[src/rtl/pattern_tx.sv]
// rtl/pattern_tx.sv - serial bit-pattern transmitter with inter-frame gap and looping
module pattern_tx #(
    parameter int W  = 42,
    parameter int LW = 6
) (
    input  logic          clk,
    input  logic          rst,
    input  logic          start,
    input  logic [W-1:0]  pattern,
    input  logic [LW-1:0] len,
    input  logic [7:0]    gap,
    input  logic          loop,
    input  logic          stop,
    output logic          x,
    output logic          x_valid,
    output logic          busy,
    output logic          frame_done,
    output logic          err,
    output logic [7:0]    frame_cnt
);

    localparam logic [1:0] IDLE = 2'd0;
    localparam logic [1:0] GAP  = 2'd1;
    localparam logic [1:0] SEND = 2'd2;

    logic [1:0]    state;
    logic [W-1:0]  pattern_r;
    logic [LW-1:0] len_r;
    logic [LW-1:0] idx;
    logic [7:0]    gap_r;
    logic [7:0]    gap_cnt;
    logic          loop_r;

    logic          len_ok;
    logic          loop_next;
    logic [LW-1:0] len_top;
    logic [LW-1:0] len_r_top;

    assign len_ok    = (len != '0) && (len <= LW'(W));
    assign len_top   = len - LW'(1);
    assign len_r_top = len_r - LW'(1);
    // A stop arriving on the last bit still has to end the loop.
    assign loop_next = loop_r & ~stop;

    always_ff @(posedge clk or negedge rst) begin
        if (!rst) begin
            state      <= IDLE;
            pattern_r  <= '0;
            len_r      <= '0;
            idx        <= '0;
            gap_r      <= '0;
            gap_cnt    <= '0;
            loop_r     <= 1'b0;
            x          <= 1'b0;
            x_valid    <= 1'b0;
            busy       <= 1'b0;
            frame_done <= 1'b0;
            err        <= 1'b0;
            frame_cnt  <= '0;
        end else begin
            err <= 1'b0;
            case (state)
                IDLE: begin
                    if (start) begin
                        if (len_ok) begin
                            pattern_r <= pattern;
                            len_r     <= len;
                            gap_r     <= gap;
                            loop_r    <= loop;
                            frame_cnt <= '0;
                            busy      <= 1'b1;
                            if (gap != 8'd0) begin
                                state   <= GAP;
                                gap_cnt <= gap;
                            end else begin
                                state      <= SEND;
                                idx        <= len_top;
                                x          <= pattern[len_top];
                                x_valid    <= 1'b1;
                                frame_done <= (len == LW'(1));
                            end
                        end else begin
                            err <= 1'b1;
                        end
                    end
                end
                GAP: begin
                    if (stop)
                        loop_r <= 1'b0;
                    if (gap_cnt == 8'd1) begin
                        state      <= SEND;
                        idx        <= len_r_top;
                        x          <= pattern_r[len_r_top];
                        x_valid    <= 1'b1;
                        frame_done <= (len_r == LW'(1));
                    end else begin
                        gap_cnt <= gap_cnt - 8'd1;
                    end
                end
                SEND: begin
                    if (stop)
                        loop_r <= 1'b0;
                    if (idx == '0) begin
                        frame_cnt <= frame_cnt + 8'd1;
                        if (loop_next && gap_r != 8'd0) begin
                            state      <= GAP;
                            gap_cnt    <= gap_r;
                            x          <= 1'b0;
                            x_valid    <= 1'b0;
                            frame_done <= 1'b0;
                        end else if (loop_next) begin
                            idx        <= len_r_top;
                            x          <= pattern_r[len_r_top];
                            frame_done <= (len_r == LW'(1));
                        end else begin
                            state      <= IDLE;
                            x          <= 1'b0;
                            x_valid    <= 1'b0;
                            busy       <= 1'b0;
                            frame_done <= 1'b0;
                        end
                    end else begin
                        idx        <= idx - LW'(1);
                        x          <= pattern_r[idx - LW'(1)];
                        frame_done <= (idx == LW'(1));
                    end
                end
                default: begin
                    state      <= IDLE;
                    x          <= 1'b0;
                    x_valid    <= 1'b0;
                    busy       <= 1'b0;
                    frame_done <= 1'b0;
                end
            endcase
        end
    end

endmodule

[config.mk]
export PLATFORM = sky130hd
export DESIGN_NAME = pattern_tx
export DESIGN_NICKNAME = d
export VERILOG_FILES = /design/src/rtl/pattern_tx.sv
export SDC_FILE = /design/constraint.sdc
export NUM_CORES = 1
export LEC_CHECK = 0
export ABC_AREA = 1
export CAP_MARGIN = 10
export CORE_MARGIN = 1
export CORE_UTILIZATION = 57
export CTS_CLUSTER_SIZE = 20
export DETAILED_ROUTE_END_ITERATION = 8
export PLACE_DENSITY = 0.79
export SYNTH_ARGS = -nofsm -noshare
export SYNTH_HDL_FRONTEND = slang
export SYNTH_SLANG_ARGS = --single-unit
[constraint.sdc]
create_clock -name clk -period 2.6 [get_ports clk]
set_clock_uncertainty 0.1 [all_clocks]
set_input_delay 0.65 -clock clk [delete_from_list [all_inputs] [get_ports clk]]
set_output_delay 0.65 -clock clk [all_outputs]
set_load 0.02 [all_outputs]
Yosys cells after proc, flatten, opt, wreduce, memory -nomap -nowiden
Cells that the tools add are included.
{"block": "word_totals", "output_inout_bits": 13, "word_cells": 134, "reg_bits": 86, "inputBits": 61}
{"block": "classes", "addsub": 5, "bitwise": 3, "muxes": 69, "eq_ne": 20, "reduce_logical": 20, "n_lt_le_gt_ge": 4}
{"operator": "$mux W8", "n": 9}
{"operator": "$mux W6", "n": 7}
{"operator": "$mux W1", "n": 34}
{"operator": "$pmux W8 S3", "n": 1}
{"operator": "$lt A6 B7 Y1 const B", "n": 3}
{"operator": "$ne A2 B2 Y1 const B", "n": 10}
{"operator": "$bmux W1 S6", "n": 3}
{"operator": "$eq A6 B1 Y1 const B", "n": 3}
{"operator": "$pmux W6 S3", "n": 1}
{"operator": "$sub A6 B1 Y6 const B", "n": 3}
{"operator": "$pmux W8 S2", "n": 1}
{"operator": "$reduce_bool A8 Y1", "n": 2}
{"operator": "$mux W2", "n": 7}
{"operator": "$reduce_and A7 Y1", "n": 2}
{"operator": "$pmux W1 S3", "n": 4}
{"operator": "$reduce_and A4 Y1", "n": 3}
{"operator": "$reduce_and A6 Y1", "n": 2}
{"operator": "$ne A3 B3 Y1 const B", "n": 3}
{"operator": "$add A8 B1 Y8 const B", "n": 1}
{"operator": "$eq A8 B1 Y1 const B", "n": 1}
{"operator": "$sub A8 B1 Y8 const B", "n": 1}
{"operator": "$le A6 B6 Y1 const B", "n": 1}
{"operator": "$logic_not A6 Y1", "n": 1}
{"operator": "$pmux W2 S3", "n": 1}
{"operator": "other kinds (14)", "n": 17}

Longest topological paths before layout
Gate-level depths: netlist (run 1).
{"block": "logic_depth", "word_depth": 7, "ltp_mapped": 16}

Least setup slack after synthesis (run 1)
Ideal clock, no wire load.
{"block": "synth_timing", "path_type": "input port to flip-flop", "startpoint": "input len[0]", "endpoint": "register x", "required_time_ps": 2384, "setup_ps": 116, "path_slack_ps": 73, "arrival_ps": 2311, "stages": 15, "path_cell_list": "buf_2 inv_1 buf_2 ha_1 inv_1 clkbuf_1 nand3_1 nand3_1 nand3_1 nand3_1 nand3_1 nand2_1 nand3_1 nand2_1 nand2_1"}
{"block": "synth_via", "elab_chain_cells": 7, "elab_cells_between_ends": 12, "cone_classes": "add/sub: 1; order compare: 1; eq/ne: 1; mux: 6; reduce/logical: 3"}
{"element": "start: declaration", "line_no": "10", "rtl": "input logic [LW-1:0] len,"}
{"element": "$sub A6 B1 Y6", "line_no": "40", "rtl": "assign len_top = len - LW'(1);"}
{"element": "$bmux W1 S6", "line_no": "78", "rtl": "x <= pattern[len_top];"}
{"element": "$mux W1 (not written as such)", "line_no": "78"}
{"element": "$mux W1", "line_no": "72", "rtl": "if (gap != 8'd0) begin"}
{"element": "$mux W1", "line_no": "65", "rtl": "if (len_ok) begin"}
{"element": "$mux W1", "line_no": "64", "rtl": "if (start) begin"}
{"element": "$pmux W1 S3", "line_no": "62", "rtl": "case (state)"}
{"element": "end signal: assignment", "line_no": "78"}
{"element": "end signal: assignment", "line_no": "93", "rtl": "x <= pattern_r[len_r_top];"}
{"element": "end signal: assignment", "line_no": "113", "rtl": "x <= pattern_r[len_r_top];"}
{"element": "end: declaration", "line_no": "14", "rtl": "output logic x,"}
Several ways; a longest one is shown, not always the timed one. The select of a mux whose other input is x is not followed.
A chain may end at the register's enable or synchronous reset.

Worst setup path after layout (run 1)
{"block": "layout_timing", "startpoint": "input len[0]", "endpoint": "register pattern_r[26]"}
{"block": "layout_via", "elab_chain_cells": 3, "elab_cells_between_ends": 4, "cone_classes": "order compare: 1; reduce/logical: 3"}
{"element": "$le A6 B6 Y1 or $reduce_bool A6 Y1 (tied branches)", "line_no": "39", "rtl": "assign len_ok = (len != '0) && (len <= LW'(W));"}
{"element": "$logic_and A1 B1 Y1 (*)", "line_no": "39"}
{"element": "$reduce_and A3 Y1 (no source line) (*)"}
{"element": "end signal: assignment", "line_no": "66", "rtl": "pattern_r <= pattern;"}
{"element": "end: declaration", "line_no": "27", "rtl": "logic [W-1:0] pattern_r;"}
Mark *: on every way between the ends. The rest lies on a longest branch, timed or not.

==> results.sh, run 1 <==
export IMPL_crit_chain="clkdlybuf4s50_1 > inv_1 > ha_1 > o211ai_1 > nand3_1 > nand2_2 > nor2_4 > nand2_2 > buf_12 > mux2_2"
export IMPL_synth_fp_nets=857
export IMPL_synth_largest_area_cell="dfrtp_1"
export IMPL_dieArea_mm2=0.0107
export IMPL_final_antenna_net_count=0
export IMPL_clkTransAtPathRegs_ns=0.09
export IMPL_ff2ff_setup_slack_ns=0.27
export IMPL_synth_common_cells="222 x nand2_1, 135 x nand3_1, 86 x dfrtp_1"
export IMPL_reg2reg_depth=12
export IMPL_place_area_mm2=0.00688
export IMPL_drc_errors=0
export IMPL_drtIter0Drc=481
export IMPL_ys_async_sr_fraction_pct=100
export IMPL_syn_to_final_growth_pct=20.7
export IMPL_cts_made_buffers=9
export IMPL_insertion_delay_ns=0.38
export IMPL_crit_path_frequent_cell="nand2_2"
export IMPL_hold_buffers=0
export IMPL_start_util_pct=59.5
export IMPL_status="complete, no violations"
export IMPL_holdCritPathClass="in -> async"
export IMPL_row_count=36
export IMPL_slowest_stage="clkdlybuf4s50_1"
export IMPL_grt_pass1_wl_um=26600
export IMPL_core_area_mm2=0.00986
export IMPL_clockBufferDepth=2
export IMPL_ys_seq_area_share_pct=36.7
export IMPL_crit_path_end_kind="flop"
export IMPL_required_ns=2.76
export IMPL_synthesis_area_mm2=0.00587
export IMPL_vias=5821
export IMPL_grt_max_degree=45
export IMPL_die_height_um=103
export IMPL_r2r_end="x"
export IMPL_drv_cap=0
export IMPL_path_buf_inv=3
export IMPL_cts_root_buf="clkbuf_8"
export IMPL_h_tree_depth=3
export IMPL_arrival_ns=2.58
export IMPL_synth_top_area_share_pct=36.7
export IMPL_worst_slew_pin_slew_ns=0.596
export IMPL_yosys_top_cells_area="dfrtp_1 37%, nand2_1 14%, nand3_1 12%"
export IMPL_synth_avg_cell_area_um2=7.52
export IMPL_final_hold_viol_count=0
export IMPL_overflow=0
export IMPL_cts_tree="built"
export IMPL_start_kind="primary input"
export IMPL_p_per_area_mw_per_mm2=1220
export IMPL_cp_top_family="buffers and inverters"
export IMPL_ir_drop_v=0.000575
export IMPL_final_area_mm2=0.00709
export IMPL_period_needed_ns=2.42
export IMPL_antenna_found_initial=0
export IMPL_diodes=0
export IMPL_routed_wl_um=16600
export IMPL_tns_ns=0
export IMPL_critical_path_class="in -> reg"
export IMPL_port_buffers=73
export IMPL_leakagePower_uw=0.00341
export IMPL_drtPass1Iterations=5
export IMPL_syn_inst=781
export IMPL_fillers=792
export IMPL_cp_max_fo=33
export IMPL_max_freq_mhz=414
export IMPL_drive_above_1_share_pct=12.1
export IMPL_post_drt_wl_per_cell_um=16.5
export IMPL_slew_limit_headroom_pct=60.1
export IMPL_gp_congestion=0.969
export IMPL_cts_sinks=86
export IMPL_ys_types=37
export IMPL_fin_crit_sh_pct=92.9
export IMPL_ys_flop_type="dfrtp_1"
export IMPL_pre_cts_slack_ns=-0.197
export IMPL_dp_hpwl_um=11900
export IMPL_dieWidth_um=103
export IMPL_track_usage_pct=33.0
export IMPL_ios=74
export IMPL_vias_per_cell=5.81
export IMPL_nNetsFinal=940
export IMPL_yosysWarnings=0
export IMPL_maxSlewViolCount=0
export IMPL_setup_slack_ns=0.184
export IMPL_crit_path_max_incr_delay_ns=0.47
export IMPL_grt_pass1_vias=5392
export IMPL_setup_viol=0
export IMPL_synth_seq_cells=86
export IMPL_synth_edf_count=0
export IMPL_yosysMostFrequentCell="nand2_1"
export IMPL_rsz0062_at_grt="false"
export IMPL_r2r_start="idx[1]"
## layer usage
layer	track usage, %	vias up	routed length [um]	part of all wire (%)
li1	-	2753	-	-
met5	0	-	0	0
met2	49.8	284	7510	45
met1	46.7	2749	7330	44
met3	6.18	35	1420	8.6
met4	13.5	0	323	1.9
## timing repair
item,CTS,global route
resized for setup,0,1
setup buffers,0,0
setup endpoints to repair,0,1
## worst max path at each step
stage	from	to	slack, ns	depth (start not counted)
2_1_floorplan	len[0]	x	0.07	15
3_3_place_gp	len[0]	pattern_r[24]	-0.16	10
3_5_place_dp	len[0]	gap_r[4]	-0.20	11
4_1_cts	len[0]	pattern_r[26]	0.21	10
5_1_grt	idx[1]	x	0.05	12
6_report	len[0]	pattern_r[26]	0.18	10
## state kept, by name, summed over array words and instances, names as in the netlist
name / cells
frame_cnt: 8
idx: 6
x_valid: 1
busy: 1
x: 1
state: 2
pattern_r: 42
err: 1
gap_r: 8
loop_r: 1
len_r: 6
frame_done: 1
gap_cnt: 8
## kinds of logic after synthesis
| group | count (synthesis) | synth area share (%) |
|---|---|---|
| mux | 37 | 9.21 |
| xor+xnor | 11 | 1.77 |
| compound gates | 110 | 10.4 |
| flops | 86 | 36.7 |
| simple gates | 414 | 30.6 |
| buf+inv | 108 | 8.12 |
| fa+ha+maj | 15 | 3.20 |
## metrics by stage
| stage | util [%] | hold slack (ns) | std cells | power (uW) |
|---|---|---|---|---|
| 4_1_cts | 71.8 | 0.0631 | 1002 | 8590 |
| 6_report | 71.9 | 0.0596 | 1002 | 8660 |
| 5_1_grt | 71.9 | 0.0718 | 1002 | 9320 |
| 2_1_floorplan | - | 0.254 | 781 | 6040 |
| 3_3_place_gp | 69.7 | 0.370 | 986 | 7420 |
| 3_5_place_dp | 69.7 | 0.389 | 986 | 7550 |
## power breakdown
| part | leakage (uW) | internal (uW) | switching (uW) |
|---|---|---|---|
| logic | 0.00226 | 2080 | 3130 |
| clock network | 0.0000976 | 494 | 507 |
| registers | 0.00105 | 1950 | 512 |
## layout by cell type, fill, tap and decap left out, types with 3 or more instances in the layout
master,n
nand4_1,8
a31oi_1,4
mux2_4,33
o211ai_1,3
o31ai_1,5
mux2_2,4
nand3_1,135
a21oi_1,31
nand2_2,4
nor2_1,33
o21ai_0,49
clkdlybuf4s50_1,72
clkbuf_8,11
a22oi_1,9
buf_4,32
xor2_1,8
inv_2,3
inv_1,66
dfrtp_1,86
nor3_1,3
o21ai_1,5
ha_1,15
buf_12,4
nand2_1,222
clkinvlp_4,3
## cell type report
type | count | area (um2) | area share (%)
clock buffer | 11 | 151 | 2.14
clock inverter | 5 | 57.6 | 0.812
inverter | 71 | 267 | 3.76
multi-input combinational | 587 | 3240 | 45.7
sequential | 86 | 2150 | 30.4
tap | 133 | 166 | 2.35
timing repair buffer | 109 | 1050 | 14.8
Note: power is estimated with default switching activity, not from simulation.
==> inputs of run 2 (changes only) <==
Settings changed: CORE_UTILIZATION 57 to 61, PLACE_DENSITY 0.79 to 0.84.
Clock period 2.6 ns to 3.1 ns, I/O delays scaled along.
==> results.sh, run 2 (synthesis results as in run 1) <==
export IMPL_drtPass1Iterations=6
export IMPL_reg2reg_depth=13
export IMPL_cts_resized=0
export IMPL_cts_sinks=86
export IMPL_fin_crit_sh_pct=87.5
export IMPL_final_common_cell="nand2_1"
export IMPL_clockBufferDepth=2
export IMPL_crit_cells=14
export IMPL_row_count=35
export IMPL_layout_common_cells="222 x nand2_1, 135 x nand3_1, 86 x dfrtp_1"
export IMPL_fillers=739
export IMPL_drtIter0Drc=618
export IMPL_overflow=0
export IMPL_nNetsFinal=923
export IMPL_setup_viol=0
export IMPL_status="complete, no violations"
export IMPL_start_util_pct=63.2
export IMPL_cp_max_fo=8
export IMPL_slew_limit_headroom_pct=58.3
export IMPL_dieArea_mm2=0.0100
export IMPL_tns_ns=0
export IMPL_final_hold_viol_count=0
export IMPL_slowest_stage="clkdlybuf4s50_1"
export IMPL_vias=5747
export IMPL_largest_register_ffs=42
export IMPL_ios=74
export IMPL_maxSlewViolCount=0
export IMPL_diodes=0
export IMPL_arrival_ns=2.88
export IMPL_period_needed_ns=2.71
export IMPL_vias_per_cell=5.86
export IMPL_track_usage_pct=33.7
export IMPL_crit_path_end_kind="flop"
export IMPL_grt_max_degree=49
export IMPL_critical_path_class="in -> reg"
export IMPL_holdCritPathClass="in -> async"
export IMPL_required_ns=3.27
export IMPL_grt_pass1_wl_um=26300
export IMPL_crit_path_max_incr_delay_ns=0.51
export IMPL_ir_drop_v=0.000563
export IMPL_cts_tree="built"
export IMPL_postCtsSetupRepairBufs=0
export IMPL_cts_root_buf="clkbuf_8"
export IMPL_port_buffers=73
export IMPL_path_buf_inv=4
export IMPL_drv_cap=0
export IMPL_cp_top_family="buffers and inverters"
export IMPL_syn_to_final_growth_pct=17.8
export IMPL_dieWidth_um=100
export IMPL_p_per_area_mw_per_mm2=1020
export IMPL_insertion_delay_ns=0.37
export IMPL_max_freq_mhz=369
export IMPL_crit_chain="clkdlybuf4s50_1 > inv_1 > ha_1 > inv_1 > buf_4 > nand3_1 > nand3_1 > nand3_1 > nand2_1 > a21oi_1 > nand2_1 > nand3_1 > nand2_1 > nand2_1"
export IMPL_worst_slew_pin_slew_ns=0.622
export IMPL_clkTransAtPathRegs_ns=0.09
export IMPL_top_register="pattern_r"
export IMPL_leakagePower_uw=0.00331
export IMPL_hold_slack_ns=0.263
export IMPL_final_antenna_net_count=0
export IMPL_h_tree_depth=3
export IMPL_drc_errors=0
export IMPL_rsz0062_at_grt="false"
export IMPL_r2r_start="idx[1]"
export IMPL_die_height_um=100
export IMPL_grt_pass1_vias=5531
export IMPL_start_kind="primary input"
export IMPL_core_area_mm2=0.00928
export IMPL_cts_made_buffers=9
export IMPL_gp_congestion=0.967
export IMPL_routed_wl_um=16000
export IMPL_hold_buffers=0
export IMPL_drive_above_1_share_pct=10.2
export IMPL_post_drt_wl_per_cell_um=16.3
export IMPL_dp_hpwl_um=11300
export IMPL_antenna_found_initial=0
export IMPL_crit_path_start="len[1]"
==> run 2: power by group <==
group          leakage [uW]  switching (uW)  internal [uW]
Combinational       0.00217            2560           1640
Clock             0.0000848             419            337
Sequential          0.00105             441           1630
Total               0.00331            3420           3610
==> run 2: final cells by class <==
| class | instances | area (um2) | area share [%] |
|---|---|---|---|
| repair buffers | 92 | 908 | 13.1 |
| clock inverters | 4 | 31.3 | 0.452 |
| multi-input cells | 587 | 3240 | 46.9 |
| well taps | 129 | 161 | 2.33 |
| clock buffers | 12 | 155 | 2.24 |
| inverters | 71 | 267 | 3.85 |
| flip-flops and latches | 86 | 2150 | 31.1 |
==> run 2: final timing paths <==
check / endpoint / slack [ns]
min: pattern_r[4] / 0.26
max: x / 0.39
min in group clk: len_r[1] / 0.40
max reg2reg: x / 0.58
min reg2reg: len_r[1] / 0.40
max in group asynchronous: pattern_r[27] / 2.00
==> run 2: metal layers <==
| metal | vias up | wire (um) | GRT usage (%) |
|---|---|---|---|
| li1 | 2726 | - | - |
| met1 | 2640 | 6590 | 45.9 |
| met2 | 328 | 7230 | 53.2 |
| met3 | 53 | 1740 | 8.43 |
| met4 | 0 | 430 | 10.3 |
| met5 | - | 0 | 0 |
==> run 2: stage by stage <==
step / instance area [um2] / power (uW) / cells / utilization [%] / setup slack [ns]
floorplan: 5870 / 5070 / 781 / - / 0.448
global placement: 6730 / 5990 / 965 / 72.5 / 0.130
detailed placement: 6730 / 6130 / 965 / 72.5 / 0.0599
CTS: 6920 / 6920 / 981 / 74.5 / 0.443
global route: 6920 / 7550 / 981 / 74.5 / 0.266
finish: 6920 / 7030 / 981 / 74.5 / 0.387
==> inputs of run 3 (changes only) <==
Settings changed: ABC_CLOCK_PERIOD_IN_PS set to 3100.
==> results of run 3 <==
Final layout, timing and power as in run 2 (identical DEF).
